### config.mk
export PLATFORM = sky130hd
export DESIGN_NAME = pwm_led_multi
export DESIGN_NICKNAME = d
export VERILOG_FILES = /design/src/rtl/pwm_led_multi.sv
export SDC_FILE = /design/constraint.sdc
export NUM_CORES = 1
export LEC_CHECK = 0
export ABC_AREA = 1
export BUFFER_PORTS_ARGS = -buffer_cell sky130_fd_sc_hd__buf_2
export CAP_MARGIN = 20
export CELL_PAD_IN_SITES_DETAIL_PLACEMENT = 1
export CELL_PAD_IN_SITES_GLOBAL_PLACEMENT = 1
export CORE_ASPECT_RATIO = 1.2
export CORE_MARGIN = 4
export CORE_UTILIZATION = 44
export DETAILED_ROUTE_END_ITERATION = 8
export PLACE_DENSITY = 0.9
export SLEW_MARGIN = 25
export SYNTH_ARGS = -nofsm -noshare
export SYNTH_HDL_FRONTEND = slang
export SYNTH_SLANG_ARGS = --single-unit
### constraint.sdc
create_clock -name clk -period 2.05 [get_ports clk]
set_input_delay 0.615 -clock clk [delete_from_list [all_inputs] [get_ports clk]]
set_output_delay 0.615 -clock clk [all_outputs]
set_load 0.005 [all_outputs]
### src/rtl/pwm_led_multi.sv
// Multi-channel LED PWM driver: debounced per-channel duty buttons, direct duty load,
// and runtime choice of sigma-delta or counter-compare modulation.
module pwm_led_multi #(
    parameter int CHANNELS = 3,
    parameter int WIDTH    = 8,
    parameter int STEP     = 16,
    parameter int TICK_DIV = 50000
) (
    input  logic                      clk,
    input  logic                      reset,
    input  logic                      mode_sel,
    input  logic [CHANNELS-1:0]       btn_up,
    input  logic [CHANNELS-1:0]       btn_dn,
    input  logic                      load,
    input  logic [2:0]                load_ch,
    input  logic [WIDTH-1:0]          load_val,
    output logic [CHANNELS*WIDTH-1:0] duty_out,
    output logic [CHANNELS-1:0]       led,
    output logic                      period_pls
);

    localparam int TW = (TICK_DIV > 1) ? $clog2(TICK_DIV) : 1;
    localparam int NB = 2 * CHANNELS;
    localparam logic [WIDTH-1:0] DUTY_MAX  = {WIDTH{1'b1}};
    localparam logic [WIDTH-1:0] CNT_ONE   = WIDTH'(1);
    localparam logic [WIDTH:0]   STEP_W    = (WIDTH + 1)'(STEP);
    localparam logic [TW-1:0]    TICK_LAST = TW'(TICK_DIV - 1);
    localparam logic [TW-1:0]    TICK_ONE  = TW'(1);

    function automatic logic [WIDTH-1:0] sat_inc(input logic [WIDTH-1:0] v);
        logic [WIDTH:0] sum;
        sum = {1'b0, v} + STEP_W;
        if (sum[WIDTH]) begin
            sat_inc = DUTY_MAX;
        end else begin
            sat_inc = sum[WIDTH-1:0];
        end
    endfunction

    function automatic logic [WIDTH-1:0] sat_dec(input logic [WIDTH-1:0] v);
        if ({1'b0, v} < STEP_W) begin
            sat_dec = '0;
        end else begin
            sat_dec = v - STEP_W[WIDTH-1:0];
        end
    endfunction

    logic [TW-1:0]    tick_q, tick_d;
    logic             tick_s;
    logic [NB-1:0]    btn_s, agree_s;
    logic [NB-1:0]    sync1_q, sync1_d, sync2_q, sync2_d;
    logic [NB-1:0]    samp_q, samp_d, deb_q, deb_d, press_q, press_d;
    logic [WIDTH-1:0] duty_q [CHANNELS];
    logic [WIDTH-1:0] duty_d [CHANNELS];
    logic [WIDTH-1:0] act_q  [CHANNELS];
    logic [WIDTH-1:0] act_d  [CHANNELS];
    logic [WIDTH-1:0] acc_q  [CHANNELS];
    logic [WIDTH-1:0] acc_d  [CHANNELS];
    logic [WIDTH:0]   acc_sum_s [CHANNELS];
    logic [WIDTH-1:0] cnt_q, cnt_d;
    logic             cnt_wrap_s;
    logic             started_q, started_d;
    logic             mode_q, mode_d, mode_chg_s;
    logic [CHANNELS-1:0] led_q, led_d;
    logic             pls_q, pls_d;

    // Next-state logic: tick divider, debouncers, duty registers, period counter, modulators.
    always_comb begin
        tick_s = (tick_q == TICK_LAST);
        if (tick_s) begin
            tick_d = '0;
        end else begin
            tick_d = tick_q + TICK_ONE;
        end

        btn_s   = {btn_dn, btn_up};
        sync1_d = btn_s;
        sync2_d = sync1_q;
        agree_s = ~(sync2_q ^ samp_q);
        if (tick_s) begin
            samp_d  = sync2_q;
            deb_d   = (agree_s & sync2_q) | (~agree_s & deb_q);
            press_d = deb_d & ~deb_q;
        end else begin
            samp_d  = samp_q;
            deb_d   = deb_q;
            press_d = '0;
        end

        mode_d     = mode_sel;
        mode_chg_s = mode_sel ^ mode_q;
        started_d  = 1'b1;
        // The counter holds at 0 for the first cycle after reset so period_pls marks it.
        if (mode_chg_s) begin
            cnt_d = '0;
        end else if (started_q) begin
            cnt_d = cnt_q + CNT_ONE;
        end else begin
            cnt_d = cnt_q;
        end
        pls_d      = (cnt_d == '0);
        cnt_wrap_s = (cnt_q == DUTY_MAX);

        for (int i = 0; i < CHANNELS; i++) begin
            if (cnt_wrap_s) begin
                act_d[i] = duty_q[i];
            end else begin
                act_d[i] = act_q[i];
            end

            if (load && (load_ch == 3'(i))) begin
                duty_d[i] = load_val;
            end else if (press_q[i] && !press_q[CHANNELS + i]) begin
                duty_d[i] = sat_inc(duty_q[i]);
            end else if (!press_q[i] && press_q[CHANNELS + i]) begin
                duty_d[i] = sat_dec(duty_q[i]);
            end else begin
                duty_d[i] = duty_q[i];
            end

            acc_sum_s[i] = {1'b0, acc_q[i]} + {1'b0, act_q[i]};
            if (mode_chg_s) begin
                acc_d[i] = '0;
                led_d[i] = 1'b0;
            end else if (mode_q) begin
                acc_d[i] = acc_sum_s[i][WIDTH-1:0];
                led_d[i] = (cnt_q < act_q[i]);
            end else begin
                acc_d[i] = acc_sum_s[i][WIDTH-1:0];
                led_d[i] = acc_sum_s[i][WIDTH];
            end
        end
    end

    // State registers with synchronous reset.
    always_ff @(posedge clk) begin
        if (reset) begin
            tick_q    <= '0;
            sync1_q   <= '0;
            sync2_q   <= '0;
            samp_q    <= '0;
            deb_q     <= '0;
            press_q   <= '0;
            cnt_q     <= '0;
            started_q <= 1'b0;
            mode_q    <= 1'b0;
            led_q     <= '0;
            pls_q     <= 1'b0;
            for (int i = 0; i < CHANNELS; i++) begin
                duty_q[i] <= '0;
                act_q[i]  <= '0;
                acc_q[i]  <= '0;
            end
        end else begin
            tick_q    <= tick_d;
            sync1_q   <= sync1_d;
            sync2_q   <= sync2_d;
            samp_q    <= samp_d;
            deb_q     <= deb_d;
            press_q   <= press_d;
            cnt_q     <= cnt_d;
            started_q <= started_d;
            mode_q    <= mode_d;
            led_q     <= led_d;
            pls_q     <= pls_d;
            for (int i = 0; i < CHANNELS; i++) begin
                duty_q[i] <= duty_d[i];
                act_q[i]  <= act_d[i];
                acc_q[i]  <= acc_d[i];
            end
        end
    end

    for (genvar g = 0; g < CHANNELS; g++) begin : g_duty_out
        assign duty_out[g*WIDTH +: WIDTH] = duty_q[g];
    end

    assign led        = led_q;
    assign period_pls = pls_q;

endmodule

Word level (Yosys, flattened, before mapping)
Memories as Yosys holds them, arrays and structs flattened.
Cells that the tools add are included.
W data, S select, Z words.
- register bits: 60
- latch bits: 0
- bits in writable memories: 72
- memory bits (read-only): 0
- bits of input ports: 21
- output and inout port bits: 28
- memories: 3
- memories (name ; depth ; width ; rd ports ; clocked after Yosys merged registers in ; wr ports ; line ; RTL):
    acc_q ; 3 ; 8 ; 3 ; 0 ; 3 ; 57 ; logic [WIDTH-1:0] acc_q [CHANNELS];
    act_q ; 3 ; 8 ; 3 ; 0 ; 3 ; 55 ; logic [WIDTH-1:0] act_q [CHANNELS];
    duty_q ; 3 ; 8 ; 3 ; 0 ; 3 ; 53 ; logic [WIDTH-1:0] duty_q [CHANNELS];
- $add $sub $neg: 11
- multipliers: 0
- divide/modulo/power cells: 0
- $lt $le $gt $ge: 6
- equality and inequality tests: 4
- shift operators: 0
- muxes and demuxes: 38
- bitwise logic cells: 19
- reductions and logical operators: 20
- operator list (kind ; number):
    $mux W8 ; 32
    $add A8 B5 Y9 const B ; 3
    $add A8 B8 Y9 ; 3
    $lt A8 B5 Y1 const B ; 3
    $lt A8 B8 Y1 ; 3
    $sub A8 B5 Y8 const B ; 3
    $and A6 B6 Y6 ; 3
    $not A6 Y6 ; 3
    $add A16 B1 Y16 const B ; 1
    $eq A16 B16 Y1 const B ; 1
    $logic_and A1 B1 Y1 ; 9
    $or A1 B1 Y1 ; 9
    $add A8 B1 Y8 const B ; 1
    $eq A8 B8 Y1 const B ; 1
    $logic_not A8 Y1 ; 1
    $logic_not A1 Y1 ; 6
    $mux W1 ; 6
    $or A6 B6 Y6 ; 1
    $reduce_or A2 Y1 ; 3
    $xor A6 B6 Y6 ; 1
    $eq A3 B1 Y1 const B ; 1
    $eq A3 B2 Y1 const B ; 1
    $logic_not A3 Y1 ; 1
    $not A1 Y1 ; 1
    $xor A1 B1 Y1 ; 1

Logic depth before layout (Yosys ltp)
Gate-level depths: netlist of the first run.
An unclocked memory read counts as a cell.
- depth after elaboration: 7
- mapped depth: 10
- gate-level depth less buffers: 10

Least setup slack after synthesis of the first run
Ideal clock, no wire load.
- kind: in2reg
- start: input port reset
- end: register tick_q[10]
- setup time: 122 ps
- data arrival time: 1409 ps
- setup slack: 519 ps
- cell stages on the path: 5
- path buffers: 2
- path through: buf_2 -> clkinv_1 -> nand2_2 -> buf_4 -> a21oi_1
- longest elaborated chain between the ends: 1
- ends and longest elaborated chain (item ; line ; RTL):
    start: declaration ; 10 ; input logic reset,
    $reduce_or A2 Y1 (no source line) ; - ;
    end signal: assignment ; 155 ; tick_q <= tick_d;
    end: declaration ; 48 ; logic [TW-1:0] tick_q, tick_d;
Every way passes these cells.
A chain may end at the register's enable or synchronous reset.

==> summary.txt, run 1 <==
Cells and area
  • Non-filler instance count after layout: 1194
  • Multi-input gate area: 3520 µm²
  • Fin util: 52.0%
  • Ant diodes: 0
  • Most common cell after layout, fill and taps aside: nand2_1
  • Final instance area: 7850 µm²
  • Final nets: 1055
  • FF/Latch Area: 2640 µm²
  • Most frequent cells in the layout: nand2_1 (150), dfxtp_1 (132), inv_1 (125)
  • P&R area growth vs syn: 15.7%
  • Share of post-route cells with drive strength above 1: 12.1%
  • Fill cell count: 1958

Floorplanning
  • Core ar.: 15100 µm²
  • Die area: 17500 µm²
  • Standard-cell rows: 49
  • Die X: 121 µm
  • # IOs: 49
  • Starting density of the core: 45.0%
  • Chip height: 144 µm

Power and ir drop
  • Max rail drop VDD: 0.000515 V
  • Pleak: 3.50 nW
  • Sequential power share: 43.5%
  • Pwr per Cell Area: 773 nW/µm²
  • Part of the power in combinational logic: 4.9%
  • Switch share: 22.9%
  • Int Pwr: 0.00468 W
  • Net switching power: 0.00139 W
  • Clock power frac: 51.5%

STA
  • Slew margin rel.: 71.4%
  • Worst setup margin: 0.260 ns
  • Setup Viol. Count Final: 0
  • Final Cycle Share: 87.3%
  • Slew Limit Fails: 0
  • Fin crit period: 1.79 ns
  • Unrepaired setup endpoints after global routing: false
  • Max Clock Skew: 0.00670 ns
  • Max Clock Freq: 559 MHz
  • Setup TNS: 0 ns
  • Final hold vios: 0
  • Worst-Margin Slew: 0.427 ns

Synth
  • Synth unique cells: 41
  • Largest cells by area after synthesis: dfxtp_1 (39%), ha_1 (9.8%), nand2_1 (8.3%), a21oi_1 (7.3%), inv_1 (6.9%)
  • Syn. warnings: 0
  • Top cell type's share of synthesized area: 39.0%
  • Post-synth EDFFs: 0
  • Mean Syn Cell Area: 7.39 µm²
  • Top FF cell, synth: dfxtp_1
  • Sequential share of the synthesized area: 39.0%
  • Mapped Nets: 995
  • Post-Syn Area: 6780 µm²
  • Synth Register Bits: 132
  • Synth Instances: 918
  • Area leader, netlist: dfxtp_1
  • Post-synth ARST share: 0%

Placed design
  • Dpl hpwl: 13.9 mm
  • Placed instance area: 7240 µm²
  • Placer Congestion: 0.856
  • Number of port buffers: 48
  • Dpl ws: 0.0633 ns
  • Cells after DPL: 1163

Clock network
  • Clk buf depth: 2
  • CTS HTree Levels: 4
  • Clock latency at the later pin of the worst-skew pair: 0.42 ns
  • # hold bufs at CTS: 0
  • CTS tree: built
  • CTS-repair resized insts: 0
  • Setup bufs post-CTS: 0
  • Clk pin slew, worst setup/hold paths: 0.06 ns
  • Sink Count: 132
  • Total CTS buffers: 17
  • Clock Tree Root: clkbuf_16

Worst setup path
  • R2r worst-path depth: 10
  • Max Fanout on Critical Path: 4
  • CP Capture Type: flop
  • Kind of critical path: reg -> reg
  • Critical path required time: 2.40 ns
  • Worst path cell trace: ha_1, inv_1, fa_1, inv_1, nand3_1, nand2_1, nand3_1, nand2_1, o21ai_0, a21oi_1
  • Startpoint Class: flop
  • Critical path's largest stage delay: 0.37 ns
  • Arrival @ worst endpoint: 2.14 ns
  • Stages on worst setup path: 10
  • Slowest cell on crit path: fa_1
  • Critical path buffer and inverter count: 2
  • Cell family with most CP delay: adder cells

Global routing
  • First-pass GRT wire length: 32.0 mm
  • Total gr overflow: 0
  • Initial antenna violation count: 0
  • Largest net degree at the start of global routing: 40
  • Total GRT Usage: 23.0%
  • Vias in the first global route: 6756

Route
  • Iteration count of the initial detailed-routing pass: 5
  • WL/cell: 16.0 µm
  • Total Wirelength: 19.1 mm
  • Post-route DRC: 0
  • Detailed Route Iter0 Violations: 297
  • ANT nets after route: 0
  • Vias per inst: 5.28
  • Via count: 6302

Run
  • Max_cap viols: 0

Hold path
  • Worst Hold Depth: 3
  • HP Class: in -> reg

Run status
  • Status: complete, no violations
-- through the flow --
stage,hold slack (ns),power [W]
final,0.399,0.00607
after global routing,0.402,0.00627
after CTS,0.378,0.00613
after detailed placement,0.400,0.00299
after global placement,0.389,0.00298
after floorplan,0.388,0.00287
-- worst register-to-register path, stage by stage (launching register included) --
cell,delay [ns]
dfxtp_1,0.36
ha_1,0.19
inv_1,0.06
fa_1,0.37
inv_1,0.10
nand3_1,0.08
nand2_1,0.14
nand3_1,0.09
nand2_1,0.11
o21ai_0,0.11
a21oi_1,0.12
-- state kept, by name (all words and copies together) (netlist names), 8 cells and up --
| signal | count |
|---|---|
| acc_q | 24 |
| cnt_q | 8 |
| tick_q | 16 |
| act_q | 24 |
| duty_q | 24 |
-- power by group through the flow --
| stage | logic [W] | clock network, W | registers (W) |
|---|---|---|---|
| after floorplan | 0.000188 | 0 | 0.00268 |
| after global placement | 0.000283 | 0 | 0.00269 |
| after detailed placement | 0.000295 | 0 | 0.00270 |
| after CTS | 0.000300 | 0.00319 | 0.00264 |
| after global routing | 0.000340 | 0.00329 | 0.00265 |
| final | 0.000298 | 0.00313 | 0.00264 |
-- final timing paths --
path | start | to | slack, ns
setup / recovery | act_q[0][8] | acc_q[0][14] | 0.26
hold / removal | btn_up[0] | sync1_q[0] | 0.40
setup reg to reg | act_q[0][8] | acc_q[0][14] | 0.26
hold reg to reg | sync1_q[0] | sync2_q[0] | 0.41
-- layer usage --
layer  vias to the layer above  track usage, %  wire length [µm]
met1                      3011            24.9              7830
met4                         0            10.8               576
met2                       103            42.7             10100
met5                         -               0                 0
met3                        46            4.77               626
li1                       3142               -                 -
-- Yosys cell counts (2+ instances only) --
master	number
nand2_1	150
dfxtp_1	132
inv_1	125
a21oi_1	99
nor2_1	95
o21ai_0	86
nand3_1	56
ha_1	53
nand4_1	10
nor3_1	10
o21a_1	10
nor2_2	9
nand2_2	8
o21ai_1	8
clkbuf_1	7
xor2_1	7
buf_6	6
xnor2_1	6
buf_4	4
o22ai_1	4
fa_1	3
nand3_2	3
o21bai_1	3
a21boi_0	2
a21o_1	2
buf_2	2
inv_2	2
nor2_4	2
o2111ai_1	2
-- cell type report --
| type | count | share of cell area [%] |
|---|---|---|
| Multi-Input combinational cell | 638 | 44.9 |
| Sequential cell | 132 | 33.7 |
| Inverter | 128 | 6.12 |
| Clock buffer | 19 | 5.77 |
| Timing Repair Buffer | 61 | 4.31 |
| Tap cell | 204 | 3.25 |
| Clock inverter | 12 | 1.98 |
-- cells by family (layout without fill, tap and decap cells) --
kind of cell / count (synthesis) / count (layout) / synth area share [%]
simple gates: 351 / 351 / 22.6
fa+ha+maj: 56 / 56 / 10.7
compound gates: 218 / 218 / 17.0
buf+inv: 148 / 220 / 9.11
flops: 132 / 132 / 39.0
xor+xnor: 13 / 13 / 1.68
Power figures use the tool's default switching activity.
==> run 2: changes to the inputs <==
ABC_AREA = unset   (was 1)
CORE_UTILIZATION = 46   (was 44)
PLACE_DENSITY = unset   (was 0.9)
PLACE_DENSITY_LB_ADDON = 0.25   (was unset)
clock period = 1.7 ns   (was 2.05 ns; I/O delays follow)
==> run 2 against run 1 <==
Compared with the run above:
- the flow now finishes with violations (negative setup slack)
- sequential cell count did not move
- highest routed layer unchanged
- hold slack got worse by 0.12 ns
- worst setup slack got worse by 0.47 ns
- critical endpoint unchanged
==> summary.txt, run 2 <==
Clock network
  • # hold bufs at CTS: 0 (unchanged)
  • Clk buf depth: 2 (unchanged)
  • Clk pin slew, worst setup/hold paths: 0.07 ns (was 0.06 ns)
  • CTS HTree Levels: 4 (unchanged)
  • Clock latency at the later pin of the worst-skew pair: 0.44 ns (was 0.42 ns)
  • Clock Tree Root: clkbuf_16 (unchanged)
  • Total CTS buffers: 17 (unchanged)
  • Sink Count: 132 (unchanged)
  • CTS tree: built (unchanged)

Synth
  • Mapped Nets: 845 (was 995)
  • Largest cells by area after synthesis: dfxtp_1 (40%), ha_1 (10%), nand2_1 (6.1%), a21oi_1 (4.2%), nor2_1 (3.4%) (was dfxtp_1 (39%), ha_1 (9.8%), nand2_1 (8.3%), a21oi_1 (7.3%), inv_1 (6.9%))
  • Post-Syn Area: 6650 µm² (was 6780 µm²)
  • Post-synth EDFFs: 0 (unchanged)
  • Synth Instances: 768 (was 918)
  • Mean Syn Cell Area: 8.66 µm² (was 7.39 µm²)
  • Post-synth ARST share: 0% (unchanged)
  • Top-count cell post-synth: dfxtp_1 (was nand2_1)
  • Synth cell count leaders: dfxtp_1 (132), nand2_1 (108), nor2_1 (61), a21oi_1 (56), ha_1 (53) (was nand2_1 (150), dfxtp_1 (132), inv_1 (125), a21oi_1 (99), nor2_1 (95))
  • Syn. warnings: 0 (unchanged)
  • Area leader, netlist: dfxtp_1 (unchanged)
  • Synth Register Bits: 132 (unchanged)
  • Top cell type's share of synthesized area: 39.8% (was 39.0%)
  • Top FF cell, synth: dfxtp_1 (unchanged)
  • Synth unique cells: 63 (was 41)
  • Sequential share of the synthesized area: 39.8% (was 39.0%)

Floorplanning
  • Starting density of the core: 47.5% (was 45.0%)
  • Die X: 118 µm (was 121 µm)
  • Core ar.: 14000 µm² (was 15100 µm²)
  • Chip height: 140 µm (was 144 µm)
  • Die area: 16400 µm² (was 17500 µm²)
  • # IOs: 49 (unchanged)
  • Standard-cell rows: 47 (was 49)

Global routing
  • Initial antenna violation count: 0 (unchanged)
  • Vias in the first global route: 6679 (was 6756)
  • Total GRT Usage: 25.3% (was 23.0%)
  • Largest net degree at the start of global routing: 63 (was 40)
  • Total gr overflow: 0 (unchanged)
  • First-pass GRT wire length: 33.8 mm (was 32.0 mm)

Route
  • Vias per inst: 5.79 (was 5.28)
  • WL/cell: 20.1 µm (was 16.0 µm)
  • ANT nets after route: 0 (unchanged)
  • Detailed Route Iter0 Violations: 257 (was 297)
  • Iteration count of the initial detailed-routing pass: 5 (unchanged)
  • Total Wirelength: 21.2 mm (was 19.1 mm)
  • Post-route DRC: 0 (unchanged)
  • Via count: 6123 (was 6302)

Hold path
  • HP Class: in -> reg (unchanged)

STA
  • Max Clock Freq: 524 MHz (was 559 MHz)
  • Setup TNS: -0.578 ns (was 0 ns)
  • Max Clock Skew: 0.0152 ns (was 0.00670 ns)
  • Unrepaired setup endpoints after global routing: true (was false)
  • Setup Viol. Count Final: 6 (was 0)
  • Worst setup margin: -0.207 ns (was 0.260 ns)
  • Worst-Margin Slew: 0.438 ns (was 0.427 ns)
  • Final hold vios: 0 (unchanged)
  • Fin crit period: 1.91 ns (was 1.79 ns)
  • Slew margin rel.: 70.7% (was 71.4%)
  • Slew Limit Fails: 0 (unchanged)
  • Final Cycle Share: 112% (was 87.3%)

Placed design
  • Dpl hpwl: 14.1 mm (was 13.9 mm)
  • Number of port buffers: 48 (unchanged)
  • Placer Congestion: 0.875 (was 0.856)
  • Cells after DPL: 1013 (was 1163)

Cells and area
  • Fill cell count: 1625 (was 1958)
  • Top Registers: acc_q: 24 flops, act_q: 24 flops, duty_q: 24 flops (unchanged)
  • P&R area growth vs syn: 28.0% (was 15.7%)
  • Non-filler instance count after layout: 1058 (was 1194)
  • FF/Latch Area: 2670 µm² (was 2640 µm²)
  • Most frequent cells in the layout: dfxtp_1 (113), nand2_1 (108), buf_4 (64) (was nand2_1 (150), dfxtp_1 (132), inv_1 (125))
  • Multi-input gate area: 4020 µm² (was 3520 µm²)
  • Share of post-route cells with drive strength above 1: 24.6% (was 12.1%)
  • Most common cell after layout, fill and taps aside: dfxtp_1 (was nand2_1)
  • Final nets: 951 (was 1055)
  • Ant diodes: 0 (unchanged)

Run
  • Max_cap viols: 0 (unchanged)

Worst setup path
  • Slowest cell on crit path: a2111o_1 (was fa_1)
  • Kind of critical path: reg -> reg (unchanged)
  • Worst path cell trace: ha_4, inv_2, fa_2, nor2b_2, o21a_1, o21ai_2, a2111o_1, o21ai_1 (was ha_1, inv_1, fa_1, inv_1, nand3_1, nand2_1, nand3_1, nand2_1, o21ai_0, a21oi_1)
  • Flop2flop setup slack: -0.21 ns (was 0.26 ns)
  • Critical path required time: 2.05 ns (was 2.40 ns)
  • CP Capture Type: flop (unchanged)
  • Arrival @ worst endpoint: 2.25 ns (was 2.14 ns)
  • Critical path's largest stage delay: 0.41 ns (was 0.37 ns)
  • Startpoint Class: flop (unchanged)
  • Max Fanout on Critical Path: 4 (unchanged)

Power and ir drop
  • Pleak: 3.45 nW (was 3.50 nW)
  • Max rail drop VDD: 0.000702 V (was 0.000515 V)
  • Pwr per Cell Area: 885 nW/µm² (was 773 nW/µm²)

Run status
  • Failing checks: negative setup slack
  • Status: finished, violations left (was complete, no violations)
## run 2: per-layer routing
layer  GRT usage, %  wire length, µm  up-vias
met2           50.1            11900      101
li1               -                -     2915
met1           27.1             8380     3068
met4           8.40              461        0
met3           3.90              499       39
met5              0                0        -
## run 2: logic make-up (layout without fill, tap and decap cells)
family                     Yosys count  count (layout)  synth area share, %
adders and majority gates           56              56                 10.9
DFF                                132             132                 39.8
buffers and inverters               69             187                 4.48
xor gates and xnor gates            30              30                 4.07
and+or+nand+nor                    291             291                 21.7
muxes                                9               9                 1.36
AOI/OAI and AO/OA                  181             182                 17.8
## run 2: metrics by stage
| step | area (µm²) | util [%] | setup slack, ns | hold WS [ns] | power [W] |
|---|---|---|---|---|---|
| 2_1_floorplan | 6670 | - | -0.0356 | 0.414 | 0.00341 |
| 3_3_place_gp | 7450 | 53.2 | -0.0926 | 0.421 | 0.00356 |
| 3_5_place_dp | 7450 | 53.2 | -0.254 | 0.433 | 0.00357 |
| 4_1_cts | 8290 | 59.2 | -0.206 | 0.286 | 0.00749 |
| 5_1_grt | 8510 | 60.8 | -0.281 | 0.289 | 0.00773 |
| 6_report | 8510 | 60.8 | -0.207 | 0.281 | 0.00753 |
## run 2: worst paths after layout
path                  end         from  depth (start not counted)
min            sync1_q[5]    btn_dn[2]                          2
max reg2reg  acc_q[0][14]  acc_q[0][8]                          8
max          acc_q[0][14]  acc_q[0][8]                          8
min reg2reg    sync2_q[0]   sync1_q[0]                          1
## run 2: repair_timing
item,CTS,global route
setup buffers,6,7
setup endpoints to repair,48,61
resized for setup,30,40
gates cloned,1,0
pin swaps,25,34
## run 2: layout make-up
| class | instances | share of cell area (%) |
|---|---|---|
| Clock buffer | 20 | 5.37 |
| Tap cell | 171 | 2.52 |
| Timing Repair Buffer | 118 | 9.78 |
| Multi-Input combinational cell | 568 | 47.2 |
| Sequential cell | 132 | 31.4 |
| Clock inverter | 12 | 2.07 |
| Inverter | 37 | 1.63 |
## run 2: report_power, final
part	total, W	switching, W	internal (W)	leakage, nW
sequential	0.00317	0.0000401	0.00313	1.08
combinational	0.000375	0.000215	0.000160	2.06
clock	0.00398	0.00145	0.00253	0.307
total	0.00753	0.00171	0.00583	3.45
## run 2: worst max-delay path: cells and delay by family (launching register included)
kind            cells  cell delay (ns)
compound gates      4             0.77
fa+ha+maj           2             0.50
buf+inv             1             0.04
flops               1             0.36
simple gates        1             0.15
